--- config.mk ---
export PLATFORM = sky130hd
export DESIGN_NAME = mem_port_arbiter
export DESIGN_NICKNAME = d
export VERILOG_FILES = /design/src/rtl/mem_port_arbiter.sv
export SDC_FILE = /design/constraint.sdc
export NUM_CORES = 1
export LEC_CHECK = 0
export ABC_AREA = 0
export CORE_AREA = 4 4 103 105
export CTS_CLUSTER_DIAMETER = 30
export DETAILED_ROUTE_END_ITERATION = 10
export DIE_AREA = 0 0 107 109
export PLACE_DENSITY = 0.94
export SLEW_MARGIN = 20
export SYNTH_ARGS = -nofsm -noshare
export SYNTH_HDL_FRONTEND = slang
export SYNTH_SLANG_ARGS = --single-unit
--- constraint.sdc ---
create_clock -name clk -period 4.6 [get_ports clk]
set_clock_uncertainty 0.1 [all_clocks]
set_input_delay 0.46 -clock clk [delete_from_list [all_inputs] [get_ports clk]]
set_output_delay 0.46 -clock clk [all_outputs]
set_load 0.05 [all_outputs]
--- src/rtl/mem_port_arbiter.sv ---
// mem_port_arbiter
//   Shares one external memory master port between the I-cache refill engine
//   and the D-cache refill/writeback engine. One requester owns the port for a
//   whole burst; beats are sequenced with the address stepping by 4 per beat.
//
// Ports
//   clk, reset_n                      clock (rising edge), async active-low reset
//   i_req/i_addr/i_len                I-cache read burst request (len = beats-1)
//   d_req/d_we/d_addr/d_len/d_wdata   D-cache burst request and per-beat write data
//   i_gnt/d_gnt                       registered ownership of the port
//   i_ack/d_ack, i_done/d_done        per-beat accept and last-beat pulses
//   rdata                             read data returned with the ack
//   mem_req/mem_we/mem_addr/mem_wdata beat request to memory
//   mem_ready/mem_rdata               memory beat completion and read data
//
// state | meaning
// IDLE  | no burst in progress, arbitrate on i_req/d_req
// BUSY  | burst owned by the granted cache, one beat per mem_ready
module mem_port_arbiter #(
    parameter int ADDR_W       = 32,
    parameter int DATA_W       = 32,
    parameter int LEN_W        = 4,
    parameter int STARVE_LIMIT = 4
) (
    input  logic              clk,
    input  logic              reset_n,
    input  logic              i_req,
    input  logic [ADDR_W-1:0] i_addr,
    input  logic [LEN_W-1:0]  i_len,
    input  logic              d_req,
    input  logic              d_we,
    input  logic [ADDR_W-1:0] d_addr,
    input  logic [LEN_W-1:0]  d_len,
    input  logic [DATA_W-1:0] d_wdata,
    output logic              i_gnt,
    output logic              d_gnt,
    output logic              i_ack,
    output logic              d_ack,
    output logic              i_done,
    output logic              d_done,
    output logic [DATA_W-1:0] rdata,
    output logic              mem_req,
    output logic              mem_we,
    output logic [ADDR_W-1:0] mem_addr,
    output logic [DATA_W-1:0] mem_wdata,
    input  logic              mem_ready,
    input  logic [DATA_W-1:0] mem_rdata
);

    localparam int SC_W = $clog2(STARVE_LIMIT + 1);

    typedef enum logic {
        IDLE = 1'b0,
        BUSY = 1'b1
    } state_t;

    state_t            state;
    logic [LEN_W-1:0]  beat_cnt;
    logic [LEN_W-1:0]  len_q;
    logic              we_q;
    logic [SC_W-1:0]   starve_cnt;

    logic              starved;
    logic              i_win;
    logic              d_win;
    logic              beat;
    logic              last_beat;

    // D normally wins a tie; I wins once it has watched STARVE_LIMIT D grants.
    always_comb begin
        starved = (starve_cnt == SC_W'(STARVE_LIMIT));
        i_win   = i_req & (~d_req | starved);
        d_win   = d_req & ~i_win;
    end

    // mem_req follows the state register directly so reset drops it at once.
    assign mem_req   = (state == BUSY);
    assign mem_we    = mem_req & we_q;
    assign mem_wdata = d_wdata;
    assign rdata     = mem_rdata;

    assign beat      = mem_req & mem_ready;
    assign last_beat = (beat_cnt == len_q);
    assign i_ack     = beat & i_gnt;
    assign d_ack     = beat & d_gnt;
    assign i_done    = i_ack & last_beat;
    assign d_done    = d_ack & last_beat;

    always_ff @(posedge clk or negedge reset_n) begin
        if (!reset_n) begin
            state      <= IDLE;
            i_gnt      <= 1'b0;
            d_gnt      <= 1'b0;
            mem_addr   <= '0;
            beat_cnt   <= '0;
            len_q      <= '0;
            we_q       <= 1'b0;
            starve_cnt <= '0;
        end else begin
            unique case (state)
                IDLE: begin
                    if (i_win | d_win) begin
                        state    <= BUSY;
                        i_gnt    <= i_win;
                        d_gnt    <= d_win;
                        mem_addr <= i_win ? i_addr : d_addr;
                        len_q    <= i_win ? i_len : d_len;
                        we_q     <= d_win & d_we;
                        beat_cnt <= '0;
                        if (d_win && i_req) begin
                            if (!starved)
                                starve_cnt <= starve_cnt + SC_W'(1);
                        end else begin
                            starve_cnt <= '0;
                        end
                    end
                end
                BUSY: begin
                    if (mem_ready) begin
                        mem_addr <= mem_addr + ADDR_W'(4);
                        if (last_beat) begin
                            state <= IDLE;
                            i_gnt <= 1'b0;
                            d_gnt <= 1'b0;
                        end else begin
                            beat_cnt <= beat_cnt + LEN_W'(1);
                        end
                    end
                end
                default: state <= IDLE;
            endcase
        end
    end

endmodule

==> impl_metrics.env <==
export IMPL_drv_slew=0
export IMPL_async_flop_share=1.00
export IMPL_crit_slowest_cell="dfrtp_2"
export IMPL_ant_nets=0
export IMPL_yosysSeqAreaShare=0.320
export IMPL_hold_class="input pin to async pin"
export IMPL_cpLargestDelayFamily="flip-flops"
export IMPL_synthMuxAreaShare=0.0743
export IMPL_critical_path_class="flop to primary output"
export IMPL_cts_tree="done"
export IMPL_post_cts_buffers=0
export IMPL_syn_area_mm2=0.00367
export IMPL_gr_usage_met1=0.222
export IMPL_gr_usage_met2=0.326
export IMPL_synth_net_count=570
export IMPL_n_fill_cell=908
export IMPL_final_common_cell="clkdlybuf4s50_1"
export IMPL_rsz0062_at_grt="false"
export IMPL_ctsHtreeMaxLevel=2
export IMPL_cpPeakStageDelay_ns=1.01
export IMPL_synth_ff_type="dfrtp_1"
export IMPL_arrival_ns=3.04
export IMPL_areaGrowthSynthToFinish_pct=23.9
export IMPL_grt_use_met3=0.0521
export IMPL_num_io_pins=246
export IMPL_synthAdderAreaFrac=0.0136
export IMPL_synthTopCellsByArea="dfrtp_1 (32%), buf_4 (13%), xnor2_1 (4.8%), nand3_1 (4.5%), mux2i_1 (4.4%)"
export IMPL_finalSetupViolCount=0
export IMPL_portBuffers=117
export IMPL_required_ns=4.04
export IMPL_grt_usage=0.188
export IMPL_die_w_um=107
export IMPL_insertion_delay_ns=0.30
export IMPL_synth_xor_area_frac=0.0644
export IMPL_cap_violations=0
export IMPL_synth_cells=424
export IMPL_end_kind="primary output"
export IMPL_rows=36
export IMPL_synth_seq_cells=47
export IMPL_crit_buf_inv=1
export IMPL_root_buffer="clkbuf_8"
export IMPL_fin_setup_tns_ns=0
export IMPL_dpl_hpwl_mm=8.38
export IMPL_yosys_warnings=0
export IMPL_route_detailed_drc=0
export IMPL_final_cells=597
export IMPL_wl_per_cell_um=18.6
export IMPL_synth_top_family_by_area="simple AND/OR/NAND/NOR gates"
export IMPL_synth_simple_area_share=0.214
export IMPL_tightest_slew_ns=0.970
export IMPL_cp_depth=4
export IMPL_synth_edf_count=0
export IMPL_core_area_mm2=0.00964
export IMPL_power_leakage_nw=1.95
export IMPL_nNetsFinal=609
export IMPL_viasPerCell=5.60
export IMPL_yosysTopAreaCell="dfrtp_1"
export IMPL_placedCellCount=589
export IMPL_finalWirelength_mm=11.1
export IMPL_place_gp_congestion=0.851
export IMPL_path_clk_slew_ns=0.09
export IMPL_yosysTopAreaCellShare=0.320
export IMPL_syn_area_per_cell_um2=8.66
export IMPL_rr_worst_depth=7
export IMPL_cts_inserted_buffers=5
export IMPL_cp_startpoint="mem_req"
export IMPL_power_density_mw_per_mm2=640
export IMPL_diodes=0
export IMPL_grt_busiest_layer="met2"
export IMPL_dieArea_mm2=0.0117
export IMPL_layout_drive_gt1_share=0.0690
export IMPL_die_y_um=109
export IMPL_mostFrequentLayoutCells="clkdlybuf4s50_1 (116), dfrtp_1 (46), nand2_1 (35), nand3_1 (33), nor2_1 (31)"
export IMPL_clockBufferDepth=2
export IMPL_grt_pass1_wl_mm=17.5
export IMPL_cp_start_kind="flop"
export IMPL_hold_violations=0
export IMPL_via_count=3344
export IMPL_min_period_ns=3.60
export IMPL_grt_max_degree=60
export IMPL_grt_pass1_vias=3400
export IMPL_cts_resized=0
export IMPL_synth_distinct_cells=47
export IMPL_cts_hold_buffers=0
export IMPL_max_slew_margin=0.353
export IMPL_post_route_period_util=0.782
export IMPL_ir_worst_vdd_v=0.000271
export IMPL_cp_cell_sequence="nand2_1, nor2_1, and2_1, clkdlybuf4s50_1"
export IMPL_reg2reg_from="starve_cnt[0]"
export IMPL_clock_sinks=47
export IMPL_cp_max_fo=59
export IMPL_utilization=0.472
export IMPL_drt_iter0_markers=290
export IMPL_grt_overflow=0
export IMPL_status="finished, final reports clean"
export IMPL_max_freq_ghz=0.278
export IMPL_dr_pass1_iters=5
export IMPL_initial_core_util=0.381
export IMPL_antenna_found_initial=0
export IMPL_synth_compound_area_frac=0.147
==> through the flow <==
step           hold WS (ns)  total power [W]  worst slack, ns  instance area, um^2
3_3_place_gp          0.363          0.00256             1.33                 4440
6_report             0.0690          0.00291             1.00                 4550
3_5_place_dp          0.368          0.00263             1.23                 4440
5_1_grt               0.118          0.00308            0.710                 4550
2_1_floorplan        0.0644          0.00217             2.35                 3670
4_1_cts               0.292          0.00292             1.00                 4550
==> sequential cells by signal, summed over array words and instances, names as in the netlist <==
register    flops
we_q            1
starve_cnt      3
mem_req         1
i_gnt           1
d_gnt           1
len_q           4
mem_addr       32
beat_cnt        4
==> synthesized netlist by cell type, types with 2 or more instances <==
cell type,count
nor3_1,5
a211oi_1,7
and2_1,6
inv_1,6
mux2_2,10
and3_1,7
nor2_1,31
a311oi_1,13
nand3_1,33
o22ai_1,3
a21o_1,18
and4_1,2
dfrtp_1,47
or3b_1,2
buf_4,65
nand4_1,13
clkbuf_1,12
xnor2_1,20
nand2_1,36
o21ai_0,16
buf_2,10
o2bb2ai_1,3
a21oi_1,10
nor4_4,2
mux2i_1,16
ha_1,4
xor2_1,7
==> layer usage <==
metal,wire length (um),up-vias
met3,1050,46
met5,0,-
met4,311,0
li1,-,1519
met2,5560,213
met1,4160,1566
==> kinds of logic (layout without fill, tap and decap cells) <==
logic type	after synthesis	after routing
simple gates	149	149
buf+inv	94	134
compound gates	77	77
flops	47	47
xor+xnor	27	27
mux	26	26
fa+ha+maj	4	4
==> area by class of cell <==
type	instances	area [um^2]	area share
clock buffers	7	96.3	0.0212
clock inverters	1	7.51	0.00165
inverters	6	22.5	0.00495
multi-input cells	283	1890	0.415
flip-flops and latches	47	1180	0.259
well taps	133	166	0.0366
repair buffers	120	1190	0.262
==> worst register-to-register path, delay by kind of cell, from the launching register on <==
family	cells	cell delay, ns
AO/OA/AOI/OAI	3	0.64
adder cells (fa/ha/maj)	1	0.22
buffers and inverters	1	0.07
flip-flops	1	0.38
multiplexers	1	0.43
AND/OR/NAND/NOR	1	0.69
==> where the power goes <==
group	total, W	leakage [nW]	internal [W]	switching, W
sequential	0.000947	0.557	0.000609	0.000338
combinational	0.00168	1.34	0.000666	0.00102
clock	0.000283	0.0505	0.000137	0.000146
total	0.00291	1.95	0.00141	0.00150
==> worst paths after layout <==
| path | endpoint | slack [ns] |
|---|---|---|
| worst max-delay path | d_done | 1.00 |
| worst min-delay path | len_q[2] | 0.07 |
| worst max register to register | mem_addr[11] | 1.92 |
| worst min register to register | we_q | 0.40 |
| max in group asynchronous | mem_req | 3.89 |
| min in group clk | we_q | 0.40 |
Power figures use the tool's default switching activity.
==> patch 1 (config.mk and constraints unchanged) <==
Set the parameter `STARVE_LIMIT` to 2 (it was 4).
--- a/src/rtl/mem_port_arbiter.sv
+++ b/src/rtl/mem_port_arbiter.sv
@@ -20,7 +20,7 @@
     parameter int ADDR_W       = 32,
     parameter int DATA_W       = 32,
     parameter int LEN_W        = 4,
-    parameter int STARVE_LIMIT = 4
+    parameter int STARVE_LIMIT = 2
 ) (
     input  logic              clk,
     input  logic              reset_n,
Check against the original RTL: not equivalent (a bounded check fails within 10 cycles, from zero or initial values and one cycle with reset_n low).
==> patch 1 against the unedited design <==
Sequential cell count down 1. Synthesized cell count unchanged. Via count down 2.3%. Critical path type is now in2out. Largest cell class unchanged. Worst hold slack worse by 0.012 ns. Total power down 3.0%. Final area down 0.27%. Highest routed layer unchanged. Setup slack better by 0.42 ns. Area after synthesis down 0.99%. Non-clock buffer count down 1. Final cell count unchanged. Core utilization down 0.13 points. Wire length down 8.2%.
==> patch 1: results (changes against the unedited design) <==
fmax=0.315 GHz (+13%); family with the most delay on the worst path=buffers and inverters; Layout area overhead=24.8%; vias in the first global route=3197 (-6.0%); Worst-Margin Slew=0.853 ns (-0.117 ns); FF+latch count=46 (-2.1%); #MultiIn Comb=285 (+0.71%); Synth area leaders=dfrtp_1, buf_4, nand2_1; Leak=0.00185 uW (-4.7%); Min Hold Slack=0.0575 ns (-0.0115 ns); critical path launch point=mem_ready; 1st-iter DRT viols=141 (-51%); TritonRoute pass-1 iters=4 (-1); setup slack, reg-to-reg=2.13 ns (+0.21 ns); largest net degree at the start of global routing=56 (-6.7%); compound-gate portion of the synthesized area=16.2% (+1.6 points); Synth Area in XOR/XNOR=4.10% (-2.3 points); buffering overhead=26.1% (-0.093 points); post-synthesis sequential area ratio=31.7% (-0.37 points); Setup WS pre-CTS=1.44 ns (+0.212 ns); outcome=complete, no violations; Layout clock area frac=2.51% (+0.23 points); CP max stage delay=0.80 ns (-0.21 ns); Placer Congestion=0.842 (-0.96%); worst vdd ir=299 uV (+10%); nets@finish=608 (-0.16%); FILL cells=922 (+1.5%); Tot GR Track Use=16.8% (-1.9 points); Vias per Instance=5.47 (-2.3%); Signal buffers=119 (-0.83%); Mapped Nets=569 (-0.18%)
-- patch 1: cell count changes in the layout (fill, tap and decap cells not counted), moves of 7 or more --
cell,before,now
a211oi_1,7,0
nand3_1,33,16
nor2_1,31,18
a21oi_1,10,18
a21o_1,18,11
xnor2_1,20,13
o22ai_1,3,11
nand2_1,35,59
-- patch 1: layer usage --
metal	wire, um	up-vias	part of all wire (%)	GRT usage (%)
met4	218	0	2.1	6.03
met2	4940	149	49	28.2
li1	-	1520	-	-
met5	0	-	0	0
met1	4140	1563	41	20.7
met3	879	35	8.6	4.85
-- patch 1: power groups by stage --
stage,clock network [uW],registers [uW],logic [uW]
after detailed placement,0,831,1690
final,310,828,1690
after CTS,314,824,1690
after global placement,0,812,1640
after global routing,332,862,1800
after floorplan,0,1250,839
-- patch 1: metrics by stage --
stage | total power (uW) | instances
finish | 2830 | 597
global route | 3000 | 597
CTS | 2830 | 597
detailed placement | 2520 | 589
global placement | 2460 | 589
floorplan | 2090 | 424
==> patch 2 (same flow settings) <==
Made on the original files. Reset style: synchronous (`reset_n`), changed in one clocked block. Comments in the files are not updated.
--- a/src/rtl/mem_port_arbiter.sv
+++ b/src/rtl/mem_port_arbiter.sv
@@ -86,7 +86,7 @@
     assign i_done    = i_ack & last_beat;
     assign d_done    = d_ack & last_beat;
 
-    always_ff @(posedge clk or negedge reset_n) begin
+    always_ff @(posedge clk) begin
         if (!reset_n) begin
             state      <= IDLE;
             i_gnt      <= 1'b0;
Check against the original RTL: differs if reset_n is asserted again (counterexample within 4 cycles, from zero or initial values and one cycle with reset_n low); with reset_n held inactive, the same outputs for 10 cycles.
==> patch 2 against the unedited design <==
Register-to-register slack better by 0.20 ns. Wire length increased by 5.6%. Area after synthesis about the same. Final area fell by 1.7%. Setup slack gained 0.50 ns. Sequential cell count stayed put. Fmax up 16%. Critical endpoint unchanged.
Power is not compared: it rests on default switching activity, and its combinational part moved more than twofold at a synthesized area within 25%.
==> patch 2: results (changes against the unedited design) <==
vias in the first global route=3372 (-0.82%); DR WL/cell=19.2 um (+3.5%); clock buffer depth=2 (unchanged); first-pass GRT wire length=17.2 mm (-1.4%); Async S/R FF share, synth=0% (-100 points); clock-pin slew on the worst setup and hold paths=0.09 ns (about the same); Num CTS Buffers=5 (unchanged); Cells after DPL=601 (+2.0%); hold path cells=2; outcome=complete, no violations; critical path fanouts, max=9 (-85%); post-synthesis sequential area ratio=25.6% (-6.4 points); n_diodes=0 (unchanged); Cell variety after synth=63 (+34%); R2R Path Start=mem_req; TritonRoute pass-1 iters=5 (unchanged); Primary FF master, synth=dfxtp_1; Worst-Margin Slew=0.981 ns (+0.0115 ns); Critical Path AT=2.54 ns (-0.50 ns); Tot GR Track Use=18.7% (-0.097 points); setup slack, reg-to-reg=2.12 ns (+0.20 ns); FF-to-FF End=beat_cnt[0]; DRC=0 (unchanged); htree depth=2 (unchanged); yosys warns=0 (unchanged); root buf cell=clkbuf_8; post-CTS sizing=0 (unchanged); largest net degree at the start of global routing=53 (-12%); Reg2Reg Depth=5 (-2); share of cells above drive strength 1=6.93% (+0.036 points); Synth top area share=25.6% (-6.4 points); Cell Count, Final, Fillers Out=609 (+2.0%); Placer Congestion=0.860 (+1.1%); 1st-iter DRT viols=324 (+12%); Hold Path Class=reg2reg; Largest regs=mem_addr (32), beat_cnt (4), len_q (4); Area after DPL=0.00438 sq mm (-1.5%); Clock Sinks=47 (unchanged); Setup WS pre-CTS=1.49 ns (+0.259 ns); Post-Syn Area per Cell=8.31 sq um (-4.0%); Vias per Instance=5.75 (+2.6%); clk_lat worst skew=0.31 ns; worst vdd ir=130 uV; port buffer count=117 (unchanged); Min Hold Slack=0.370 ns (+0.301 ns); Leak=0.00181 uW; Mapped Nets=588 (+3.2%); detailed placer's ending HPWL=8.93 mm (+6.6%); Synth area leaders=dfxtp_1, buf_4, mux2i_1; nets@finish=621 (+2.0%); HP Start=we_q; most common library cells after synthesis=buf_4, dfxtp_1, mux2i_1; WHS Endpoint=we_q
patch 2: cell count changes after synthesis, moves of 13 or more:
cell      unedited run  this run
a21o_1              18         1
a311oi_1            13         0
dfrtp_1             47         0
dfxtp_1              0        47
mux2i_1             16        39
xnor2_1             20         4
patch 2: worst max-delay path: stages:
cell             delay, ns
clkdlybuf4s50_1       0.63
and2_1                0.38
and3_1                0.25
clkdlybuf4s50_1       0.81
patch 2: final cells by class:
class	instances	area, sq um
Fill cell	963	5170
Multi-Input combinational cell	297	2070
Timing Repair Buffer	119	1180
Sequential cell	47	941
Tap cell	133	166
Clock buffer	7	86.3
Inverter	5	18.8
Clock inverter	1	8.76
patch 2: worst max-delay path by stage:
stage | from | endpoint | slack [ns] | depth (start not counted)
after floorplan | mem_req | d_ack | 2.09 | 4
after global placement | mem_ready | d_done | 1.50 | 4
after detailed placement | mem_ready | d_done | 1.49 | 4
after CTS | mem_ready | i_done | 1.49 | 4
after global routing | mem_ready | i_done | 1.39 | 4
final | mem_ready | d_done | 1.50 | 4
patch 2: cells by family after synthesis:
group	after synthesis	synth area share (%)
and+or+nand+nor	142	21.3
buffers and inverters	98	18.0
muxes	43	11.9
AOI/OAI and AO/OA	97	19.3
DFF	47	25.6
adders and majority gates	4	1.36
xor gates and xnor gates	11	2.62
patch 2: where the power goes:
| group | total (uW) | switching [uW] | leakage [uW] | internal (uW) |
|---|---|---|---|---|
| Sequential | 500 | 53.6 | 0.000388 | 446 |
| Clock | 274 | 151 | 0.0000484 | 124 |
| Combinational | 456 | 264 | 0.00137 | 191 |
patch 2: routing by layer:
metal	up-vias	GRT usage (%)	share of wire, %
met5	-	0	0
met4	0	8.31	3.4
met3	47	5.39	10
met2	209	33.9	51
met1	1627	20.1	35
li1	1616	-	-
